## src/rtl/shift_add_multiplier_8x8_pkg.sv

```systemverilog
// rtl/shift_add_multiplier_8x8_pkg.sv - shared state encoding and iteration constants
package shift_add_multiplier_8x8_pkg;

    typedef enum logic [1:0] {
        ST_IDLE = 2'd0,
        ST_RUN  = 2'd1,
        ST_DONE = 2'd2
    } mul_state_t;

    localparam int         ITERATIONS = 8;
    localparam logic [3:0] LAST_COUNT = 4'(ITERATIONS - 1);

endpackage

```

## src/rtl/eight_bit_adder.sv

```systemverilog
// rtl/eight_bit_adder.sv - combinational 8-bit adder with carry in/out
module eight_bit_adder (
    input  logic [7:0] a,
    input  logic [7:0] b,
    input  logic       cin,
    output logic [7:0] sum,
    output logic       carry
);

    assign {carry, sum} = {1'b0, a} + {1'b0, b} + {8'd0, cin};

endmodule

```

## src/rtl/shift_add_multiplier_8x8.sv

```systemverilog
// rtl/shift_add_multiplier_8x8.sv - sequential unsigned 8x8 shift-and-add multiplier
module shift_add_multiplier_8x8
    import shift_add_multiplier_8x8_pkg::*;
#(
    parameter int WIDTH = 8
) (
    input  logic                 clk,
    input  logic                 reset,
    input  logic                 start,
    input  logic [WIDTH-1:0]     multiplicand,
    input  logic [WIDTH-1:0]     multiplier,
    output logic                 busy,
    output logic                 done,
    output logic [2*WIDTH-1:0]   product
);

    mul_state_t         state_q, state_d;
    logic [WIDTH-1:0]   mcand_q;
    logic [WIDTH-1:0]   acc_hi_q;
    logic [WIDTH-1:0]   acc_lo_q;
    logic [3:0]         count_q;
    logic [2*WIDTH-1:0] product_q;

    logic               accept;
    logic               last_iter;
    logic [WIDTH-1:0]   addend;
    logic [WIDTH-1:0]   sum;
    logic               carry;
    logic [2*WIDTH-1:0] shifted;

    assign addend = acc_lo_q[0] ? mcand_q : '0;

    eight_bit_adder u_adder (
        .a     (acc_hi_q),
        .b     (addend),
        .cin   (1'b0),
        .sum   (sum),
        .carry (carry)
    );

    // The adder carry becomes the new top bit, so no partial-sum bit is lost.
    assign shifted   = {carry, sum, acc_lo_q[WIDTH-1:1]};
    assign last_iter = (state_q == ST_RUN) && (count_q == LAST_COUNT);

    always_comb begin
        state_d = state_q;
        accept  = 1'b0;
        case (state_q)
            ST_IDLE: begin
                if (start) begin
                    accept  = 1'b1;
                    state_d = ST_RUN;
                end
            end
            ST_RUN: begin
                if (count_q == LAST_COUNT) begin
                    state_d = ST_DONE;
                end
            end
            ST_DONE: begin
                accept  = start;
                state_d = start ? ST_RUN : ST_IDLE;
            end
            default: state_d = ST_IDLE;
        endcase
    end

    always_ff @(posedge clk) begin
        if (reset) begin
            state_q   <= ST_IDLE;
            mcand_q   <= '0;
            acc_hi_q  <= '0;
            acc_lo_q  <= '0;
            count_q   <= '0;
            product_q <= '0;
        end else begin
            state_q <= state_d;
            if (accept) begin
                mcand_q  <= multiplicand;
                acc_hi_q <= '0;
                acc_lo_q <= multiplier;
                count_q  <= '0;
            end else if (state_q == ST_RUN) begin
                acc_hi_q <= shifted[2*WIDTH-1:WIDTH];
                acc_lo_q <= shifted[WIDTH-1:0];
                count_q  <= count_q + 4'd1;
            end
            if (last_iter) begin
                product_q <= shifted;
            end
        end
    end

    assign busy    = (state_q == ST_RUN);
    assign done    = (state_q == ST_DONE);
    assign product = product_q;

endmodule

```

## config.mk

```make
export PLATFORM = sky130hd
export DESIGN_NAME = shift_add_multiplier_8x8
export DESIGN_NICKNAME = d
export VERILOG_FILES = /design/src/rtl/shift_add_multiplier_8x8_pkg.sv /design/src/rtl/eight_bit_adder.sv /design/src/rtl/shift_add_multiplier_8x8.sv
export SDC_FILE = /design/constraint.sdc
export NUM_CORES = 1
export LEC_CHECK = 0
export BUFFER_PORTS_ARGS = -buffer_cell sky130_fd_sc_hd__buf_4
export CAP_MARGIN = 40
export CELL_PAD_IN_SITES_DETAIL_PLACEMENT = 0
export CELL_PAD_IN_SITES_GLOBAL_PLACEMENT = 1
export CORE_MARGIN = 3
export CORE_UTILIZATION = 37
export DETAILED_ROUTE_END_ITERATION = 8
export GPL_TIMING_DRIVEN = 1
export MAX_ROUTING_LAYER = met4
export PLACE_DENSITY = 0.86
export SLEW_MARGIN = 25
export SYNTH_ARGS = -nofsm -noshare
export SYNTH_HDL_FRONTEND = slang
export SYNTH_SLANG_ARGS = --single-unit
```

## constraint.sdc

```tcl
create_clock -name clk -period 2.2 [get_ports clk]
set_clock_uncertainty 0.05 [all_clocks]
set_input_delay 0.11 -clock clk [delete_from_list [all_inputs] [get_ports clk]]
set_output_delay 0.11 -clock clk [all_outputs]
set_load 0.005 [all_outputs]
```

==> flow_metrics.env, run 1 <==
export IMPL_status="complete, no violations"
export IMPL_start_util=0.3987
export IMPL_period_share=0.9237
export IMPL_cp_required_ns=2.34
export IMPL_yosysUniqueCellTypes=37
export IMPL_avgSynthCellArea_um2=8.276
export IMPL_top_layer="met4"
export IMPL_drc=0
export IMPL_synth_area_mm2=0.002127
export IMPL_switching_share=0.2548
export IMPL_num_rows=26
export IMPL_numClockSinks=46
export IMPL_portBuffers=36
export IMPL_yosys_most_used_dff="dfxtp_1"
export IMPL_core_area_mm2=0.005335
export IMPL_cts_buffers=5
export IMPL_p_leak_uw=0.001039
export IMPL_clockRootBuffer="clkbuf_8"
export IMPL_path_class="reg2reg"
export IMPL_wire_per_inst_um=14.14
export IMPL_wl_met3_um=255
export IMPL_power_internal_uw=1192
export IMPL_finalHoldViolCount=0
export IMPL_synth_top_cell_area_share=0.4329
export IMPL_async_flop_share=0
export IMPL_p_seq_frac=0.552
export IMPL_synth_compound_area_frac=0.1829
export IMPL_syn_to_final_growth_pct=21.76
export IMPL_arrival_ns=2.18
export IMPL_slew_headroom=0.6166
export IMPL_htreeDepth=2
export IMPL_peakVddDrop_v=0.0003260
export IMPL_drv_slew=0
export IMPL_place_congestion=0.9069
export IMPL_synth_seq_cells=46
export IMPL_power_uw=1599
export IMPL_post_drt_via_cell_ratio=5.266
export IMPL_cp_max_fo=9
export IMPL_fp_dieH_um=81.82
export IMPL_fin_setup_tns_ns=0
export IMPL_grt_max_degree=42
export IMPL_ys_seq_area_frac=0.4329
export IMPL_synth_area_leader_cell="dfxtp_1"
export IMPL_worst_pin_slew_ns=0.5730
export IMPL_fin_cells=365
export IMPL_synth_simple_area_share=0.2494
export IMPL_syn_nets=286
export IMPL_muxShareOfSynthArea=0
export IMPL_post_place_cells=355
export IMPL_cap_viol_max_count=0
export IMPL_wl_mm=5.161
export IMPL_grt_antenna_before_repair=0
export IMPL_clk_latency_ns=0.30
export IMPL_met1_length_mm=2.467
export IMPL_dp_hpwl_mm=3.719
export IMPL_n_fill_cell=540
export IMPL_clockBufferDepth=2
export IMPL_synth_edff_count=0
export IMPL_clk_pin_slew_ns=0.09
export IMPL_rsz0062_at_grt="false"
export IMPL_startpoint_type="flop"
export IMPL_vias=1922
export IMPL_synthAdderAreaFrac=0.06235
export IMPL_grt_pass1_vias=1791
export IMPL_die_area_mm2=0.006695
export IMPL_io_pins=37
export IMPL_fin_crit_ns=2.032
export IMPL_drt_iter0_markers=121
export IMPL_yosys_warnings=0
export IMPL_cts_tree="yes"
export IMPL_grt_overflow_total=0
export IMPL_crit_path_end_kind="flop"
export IMPL_synth_top_family_by_area="simple AND/OR/NAND/NOR gates"
export IMPL_drive_above_1_share=0.1898
export IMPL_drt_antenna_violating_nets=0
export IMPL_p_sw_uw=407.5
export IMPL_fin_nets=323
export IMPL_power_density_mw_per_mm2=617.5
export IMPL_fmax_mhz=492.1
export IMPL_min_path_type="in2reg"
export IMPL_wl_met2_mm=2.401
export IMPL_clkPwrFrac=0.343
export IMPL_pwr_share_comb=0.105
export IMPL_dr_pass1_iters=4
export IMPL_die_w_um=81.82
export IMPL_synthXorXnorAreaFrac=0.02882
export IMPL_grt_usage=0.1690
export IMPL_ys_top_cells_by_area="dfxtp_1 (43%), nand2_1 (8.1%), a21oi_1 (6.1%)"
export IMPL_diodes=0
export IMPL_synthCells=257
export IMPL_setup_viol=0
export IMPL_grt_pass1_wl_mm=8.452
cell families (layout without fill, tap and decap cells):
kind of cell	count (synthesis)	count (layout)
and+or+nand+nor	112	112
AOI/OAI and AO/OA	62	62
DFF	46	46
buffers and inverters	20	58
adders and majority gates	10	10
xor gates and xnor gates	7	7
path summary, 6_finish.rpt:
check | slack [ns] | endpoint | cells after the start | start
worst min register to register | 0.41 | mcand_q[5]$_SDFFE_PP0P_ | 2 | mcand_q[5]$_SDFFE_PP0P_
worst max register to register | 0.17 | product[13]$_SDFFE_PP0P_ | 7 | acc_lo_q[0]$_SDFFE_PP0P_
worst max-delay path | 0.17 | product[13]$_SDFFE_PP0P_ | 7 | acc_lo_q[0]$_SDFFE_PP0P_
worst min-delay path | 0.01 | mcand_q[4]$_SDFFE_PP0P_ | 3 | multiplicand[4]
through the flow:
stage | setup WS [ns] | hold slack (ns) | instance area (um2) | utilization
2_1_floorplan | 0.1239 | 0.1960 | 2127 | -
3_3_place_gp | 0.1178 | 0.3076 | 2464 | 0.4618
3_5_place_dp | 0.07263 | 0.3181 | 2464 | 0.4618
4_1_cts | 0.05289 | 0.003016 | 2579 | 0.4833
5_1_grt | 0.04409 | 0.005552 | 2590 | 0.4855
6_report | 0.1679 | 0.01229 | 2590 | 0.4855
area by class of cell:
type | count | area, um2 | share of cell area
Clock inverter | 1 | 8.758 | 0.003382
Clock buffer | 7 | 86.33 | 0.03333
Sequential cell | 46 | 920.9 | 0.3556
Multi-Input combinational cell | 191 | 1125 | 0.4343
Inverter | 5 | 18.77 | 0.007246
Timing Repair Buffer | 45 | 342.8 | 0.1324
Tap cell | 70 | 87.58 | 0.03382
flip-flops by register name, indices dropped and copies added, names as in the netlist:
| signal | count |
|---|---|
| product | 16 |
| state_q | 2 |
| count_q | 4 |
| acc_lo_q | 8 |
| mcand_q | 8 |
| acc_hi_q | 8 |
placed cells by master (no fill, tap or decap), types with 2 or more instances in the layout:
cell type	count
ha_1	9
xor2_1	3
or3_1	2
nor3b_1	2
xnor2_1	4
nand3b_1	4
dfxtp_1	46
nor4_1	2
nor3_1	12
a21oi_2	2
dlygate4sd3_1	2
buf_4	43
a211oi_1	2
and2_1	8
o22ai_1	8
nand2_1	46
nand2b_1	5
inv_1	5
nand3_1	9
clkbuf_8	6
a21o_1	2
a21oi_1	25
nor2b_1	2
o21ai_0	9
nor2_1	17
o211ai_1	5
a211o_1	2
power by group through the flow:
stage                     clock (uW)  sequential (uW)  combinational, uW
after floorplan                    0              896                106
after global placement             0              901                162
after detailed placement           0              903                163
after CTS                        559              883                166
after global routing             597              886                188
final                            549              883                167
layer usage:
metal / up-vias / GRT usage
met3: 4 / 0.04167
met1: 906 / 0.2218
met2: 47 / 0.2593
li1: 965 / -
met5: - / -
met4: 0 / 0.04651
critical path, stage by stage (launching register included):
cell and delay, ns:
dfxtp_1 0.36, and2_1 0.15, ha_1 0.22, fa_2 0.38, a21oi_2 0.17, o21ai_1 0.13
a21o_1 0.22, a211o_1 0.24
what timing repair did:
item                                    CTS  global route
endpoints found under the hold margin     2             0
endpoints found under the setup margin    0             1
hold buffers                              2             0
gates resized for setup                   0             3
buffers inserted                          0             0
synthesized netlist by cell type, drive strengths merged (4+ instances only):
| cell type | count |
|---|---|
| nand2 | 46 |
| nand2b | 5 |
| inv | 5 |
| nor3 | 12 |
| ha | 9 |
| nand3b | 4 |
| clkbuf | 6 |
| and2 | 8 |
| a21oi | 27 |
| xnor2 | 4 |
| buf | 9 |
| nor2 | 17 |
| o21ai | 10 |
| dfxtp | 46 |
| o211ai | 5 |
| nand3 | 9 |
| o22ai | 8 |
(Power assumes the default switching activity.)
==> inputs of run 2 (changes only) <==
- PLACE_DENSITY: 0.86 -> default
- PLACE_DENSITY_LB_ADDON: default -> 0.15
==> run 2 against run 1 <==
  * Wire length decreased by 1.7%
  * Global-route usage decreased by 0.16 points
  * Final cell count increased by 1.4%
  * Hold slack about the same
  * Largest power group unchanged
==> flow_metrics.env, run 2 (synthesis gave the netlist of run 1 again) <==
export IMPL_fin_setup_tns_ns=0
export IMPL_drc=0
export IMPL_switching_share=0.2502
export IMPL_grt_max_degree=42
export IMPL_fin_nets=328
export IMPL_diodes=0
export IMPL_startpoint_type="flop"
export IMPL_reg2reg_from="mcand_q[0]$_SDFFE_PP0P_"
export IMPL_multi_input_area_mm2=0.001114
export IMPL_fin_crit_ns=2.079
export IMPL_portBuffers=36
export IMPL_die_w_um=81.82
export IMPL_cap_viol_max_count=0
export IMPL_n_fill_cell=534
export IMPL_drv_slew=0
export IMPL_clockBufferDepth=2
export IMPL_start_util=0.3987
export IMPL_cp_required_ns=2.34
export IMPL_cp_max_fo=3
export IMPL_vias=1868
export IMPL_p_sw_uw=396.9
export IMPL_reg2reg_to="product[13]$_SDFFE_PP0P_"
export IMPL_min_path_type="in2reg"
export IMPL_worst_pin_slew_ns=0.5169
export IMPL_power_internal_uw=1189
export IMPL_finalHoldViolCount=0
export IMPL_rsz0062_at_grt="false"
export IMPL_grt_pass1_wl_mm=8.204
export IMPL_period_share=0.9449
export IMPL_grt_antenna_before_repair=0
export IMPL_layout_common_cells="buf_4 (47), nand2_1 (46), dfxtp_1 (46)"
export IMPL_ff2ff_path_depth=7
export IMPL_io_pins=37
export IMPL_final_common_cell="buf_4"
export IMPL_syn_to_final_growth_pct=22.94
export IMPL_arrival_ns=2.22
export IMPL_path_class="reg2reg"
export IMPL_clk_latency_ns=0.30
export IMPL_hold_buffers=3
export IMPL_dr_pass1_iters=4
export IMPL_wl_mm=5.075
export IMPL_fp_dieH_um=81.82
export IMPL_pwr_share_comb=0.108
export IMPL_whs_ns=0.01226
export IMPL_core_area_mm2=0.005335
export IMPL_die_area_mm2=0.006695
export IMPL_wire_per_inst_um=13.72
export IMPL_grt_overflow_total=0
export IMPL_grt_pass1_vias=1629
export IMPL_drive_above_1_share=0.1900
export IMPL_setup_viol=0
export IMPL_drt_antenna_violating_nets=0
export IMPL_largest_reg_flops=16
export IMPL_dp_hpwl_mm=3.644
export IMPL_holdPathStages=3
export IMPL_grt_usage=0.1674
export IMPL_post_drt_via_cell_ratio=5.049
export IMPL_slew_headroom=0.6554
export IMPL_drt_iter0_markers=169
export IMPL_crit_path_end_kind="flop"
export IMPL_clkPwrFrac=0.337
export IMPL_fmax_mhz=481.0
export IMPL_area_sequential_um2=920.9
export IMPL_status="complete, no violations"
export IMPL_hp_start="multiplicand[1]"
export IMPL_p_seq_frac=0.555
export IMPL_rrSetupSlack_ns=0.12
export IMPL_cts_resized=0
export IMPL_clk_pin_slew_ns=0.08
export IMPL_peakVddDrop_v=0.0003779
export IMPL_power_uw=1586
export IMPL_p_leak_uw=0.001064
export IMPL_htreeDepth=2
export IMPL_num_rows=26
export IMPL_clockRootBuffer="clkbuf_8"
export IMPL_cts_buffers=5
export IMPL_numClockSinks=46
export IMPL_post_cts_setup_buffer_count=0
export IMPL_place_congestion=0.8614
export IMPL_hold_path_end="mcand_q[1]$_SDFFE_PP0P_"
export IMPL_cts_tree="yes"
export IMPL_power_density_mw_per_mm2=606.5
[run 2: layout make-up]
cell class                 instances  share of cell area
tap                               70             0.03349
timing repair buffer              50              0.1464
sequential                        46              0.3522
clock inverter                     1            0.001914
inverter                           5            0.007177
clock buffer                       7             0.03301
multi-input combinational        191              0.4258
[run 2: stage by stage]
stage | worst slack, ns | utilization | instance area (um2) | instances
after floorplan | 0.1239 | - | 2127 | 257
after global placement | 0.1527 | 0.4674 | 2494 | 359
after detailed placement | 0.1192 | 0.4674 | 2494 | 359
after CTS | 0.1129 | 0.4902 | 2615 | 370
after global routing | 0.03355 | 0.4902 | 2615 | 370
final | 0.1212 | 0.4902 | 2615 | 370
[run 2: worst max-delay path by stage]
stage	start	slack, ns	endpoint	cells past startpoint
after floorplan	acc_lo_q[0]$_SDFFE_PP0P_	0.12	product[13]$_SDFFE_PP0P_	7
after global placement	mcand_q[0]$_SDFFE_PP0P_	0.15	product[13]$_SDFFE_PP0P_	7
after detailed placement	mcand_q[0]$_SDFFE_PP0P_	0.12	product[13]$_SDFFE_PP0P_	7
after CTS	mcand_q[0]$_SDFFE_PP0P_	0.11	product[13]$_SDFFE_PP0P_	7
after global routing	mcand_q[0]$_SDFFE_PP0P_	0.03	product[13]$_SDFFE_PP0P_	7
final	mcand_q[0]$_SDFFE_PP0P_	0.12	product[13]$_SDFFE_PP0P_	7
[run 2: layer usage]
metal / up-vias / GRT usage / part of all wire
met1: 830 / 0.2487 / 0.50
met3: 5 / 0.04386 / 0.064
li1: 976 / - / -
met4: 0 / 0.03987 / 0.0091
met2: 57 / 0.2229 / 0.42
met5: - / - / 0
[run 2: power by group through the flow]
stage	Sequential, uW	Clock [uW]	Combinational (uW)
final	880	534	172
after global routing	884	585	197
after CTS	880	550	173
after detailed placement	900	0	168
after global placement	899	0	168
after floorplan	896	0	106
[run 2: worst max-delay path: stages, from the launching register on]
cell	delay, ns
dfxtp_1	0.31
and2_1	0.15
ha_1	0.22
fa_1	0.41
a21oi_1	0.23
o21ai_1	0.14
a21o_1	0.22
a211o_1	0.25
==> inputs of run 3 (changes only) <==
==> constraint.sdc (replaced) <==
create_clock -name clk -period 2.2 [get_ports clk]
set_clock_uncertainty 0.05 [all_clocks]
set_input_delay 0.22 -clock clk [delete_from_list [all_inputs] [get_ports clk]]
set_output_delay 0.22 -clock clk [all_outputs]
set_load 0.005 [all_outputs]
==> run 3 against run 2 <==
  * Final cell count down 0.81%
  * Largest power group unchanged
  * Total power grew 5.7%
  * Combinational power shrank 2%
  * Die area is the same
  * Wire length up 1.8%
  * Hold slack gained 0.096 ns
  * Critical path type unchanged
  * Largest cell class unchanged
  * Sequential share of layout area grew 0.15 points
  * Non-clock buffer count decreased by 3
  * Maximum frequency is 0.12% higher
  * Final area shrank 0.43%
  * First-iteration DRC count decreased by 30%
==> flow_metrics.env, run 3 (synthesis gave the netlist of run 1 again) <==
export IMPL_status="complete, no violations"
export IMPL_core_area_mm2=0.005335
export IMPL_post_cts_setup_buffer_count=0
export IMPL_path_class="reg2reg"
export IMPL_min_path_type="in2reg"
export IMPL_final_common_cell="buf_4"
export IMPL_path_delay_family="compound AO/OA/AOI/OAI gates"
export IMPL_setup_viol=0
export IMPL_cts_buffers=5
export IMPL_layout_common_cells="buf_4 (47), nand2_1 (46), dfxtp_1 (46)"
export IMPL_grt_pass1_vias=1735
export IMPL_worst_path_buf_inv=0
export IMPL_portBuffers=36
export IMPL_crit_chain="and2_1, ha_1, fa_1, a21oi_1, o21ai_1, a21o_1, a211o_1"
export IMPL_grt_max_degree=42
export IMPL_wl_mm=5.166
export IMPL_critPathMaxStageDelay_ns=0.41
export IMPL_grt_pass1_wl_mm=8.707
export IMPL_finalHoldViolCount=0
export IMPL_drt_antenna_violating_nets=0
export IMPL_cp_required_ns=2.34
export IMPL_fin_crit_ns=2.076
export IMPL_fin_setup_tns_ns=0
export IMPL_clk_latency_ns=0.30
export IMPL_vias=1847
export IMPL_grt_usage=0.1768
export IMPL_fin_area_mm2=0.002604
export IMPL_die_w_um=81.82
export IMPL_power_density_mw_per_mm2=644.1
export IMPL_io_pins=37
export IMPL_place_ws_ns=0.1248
export IMPL_drive_above_1_share=0.1919
export IMPL_numClockSinks=46
export IMPL_worst_pin_slew_ns=0.5302
export IMPL_startpoint_type="flop"
export IMPL_cp_max_fo=3
export IMPL_drc=0
export IMPL_clk_pin_slew_ns=0.09
export IMPL_die_area_mm2=0.006695
export IMPL_place_congestion=0.8522
export IMPL_start_util=0.3987
export IMPL_slew_headroom=0.6466
export IMPL_fmax_mhz=481.6
export IMPL_arrival_ns=2.22
export IMPL_startpoint="mcand_q[0]$_SDFFE_PP0P_"
export IMPL_num_rows=26
export IMPL_setup_slack_ns=0.1237
export IMPL_p_leak_uw=0.001054
export IMPL_crit_path_end_kind="flop"
export IMPL_clockRootBuffer="clkbuf_8"
export IMPL_cap_viol_max_count=0
export IMPL_hold_buffers=0
export IMPL_peakVddDrop_v=0.0003658
export IMPL_crit_slowest_cell="fa_1"
export IMPL_fin_nets=325
export IMPL_wire_per_inst_um=14.08
export IMPL_drt_iter0_markers=119
export IMPL_post_drt_via_cell_ratio=5.033
export IMPL_reg2reg_from="mcand_q[0]$_SDFFE_PP0P_"
export IMPL_rsz0062_at_grt="false"
export IMPL_hp_start="multiplicand[2]"
export IMPL_dr_pass1_iters=4
export IMPL_fp_dieH_um=81.82
export IMPL_dp_hpwl_mm=3.740
export IMPL_diodes=0
export IMPL_syn_to_final_growth_pct=22.41
export IMPL_power_uw=1677
export IMPL_htreeDepth=2
export IMPL_cts_resized=0
export IMPL_drv_slew=0
export IMPL_period_share=0.9438
export IMPL_grt_antenna_before_repair=0
export IMPL_grt_overflow_total=0
export IMPL_clockBufferDepth=2
export IMPL_post_dp_cell_area_mm2=0.002494
export IMPL_cts_tree="yes"
export IMPL_largest_reg_flops=16
==> run 3: changes by cell type in the layout (fill, tap and decap cells not counted), sizes merged <==
cell and delta:
dlygate4sd3 -3, bufinv +1, clkbuf -1, clkinv -1, clkinvlp +1
==> run 3: final timing paths <==
path | to | slack [ns] | depth (start not counted)
worst max-delay path | product[13]$_SDFFE_PP0P_ | 0.12 | 7
worst max register to register | product[13]$_SDFFE_PP0P_ | 0.12 | 7
worst min-delay path | mcand_q[2]$_SDFFE_PP0P_ | 0.11 | 3
worst min register to register | mcand_q[5]$_SDFFE_PP0P_ | 0.40 | 2
==> run 3: cell type report <==
class                      count  area (um2)
clock buffer                   6       72.57
tap                           70       87.58
sequential                    46       920.9
multi-input combinational    191        1114
fill                         556        2731
clock inverter                 2       37.54
inverter                       5       18.77
timing repair buffer          47       352.8
==> run 3: worst register-to-register path, cell delays in order, from the launching register on <==
cell     delay, ns
dfxtp_1       0.31
and2_1        0.15
ha_1          0.22
fa_1          0.41
a21oi_1       0.23
o21ai_1       0.14
a21o_1        0.22
a211o_1       0.25
==> run 3: layer usage <==
layer	global-route usage	share of wire	vias to the layer above
li1	-	-	969
met1	0.2545	0.52	826
met2	0.2423	0.42	47
met3	0.04715	0.050	5
met4	0.04651	0.0089	0
met5	-	0	-
==> run 3: power breakdown <==
group	internal, uW	total (uW)	switching, uW
sequential	861	880	18.3
combinational	70.4	168	97.9
clock	339	629	290
total	1270	1680	406
==> run 3: metrics by stage <==
| step | std cells | utilization | hold WS, ns |
|---|---|---|---|
| finish | 367 | 0.4880 | 0.1087 |
| global route | 367 | 0.4880 | 0.1098 |
| CTS | 367 | 0.4880 | 0.1028 |
| detailed placement | 359 | 0.4674 | 0.3958 |
| floorplan | 257 | - | 0.3060 |
| global placement | 358 | 0.4660 | 0.3909 |
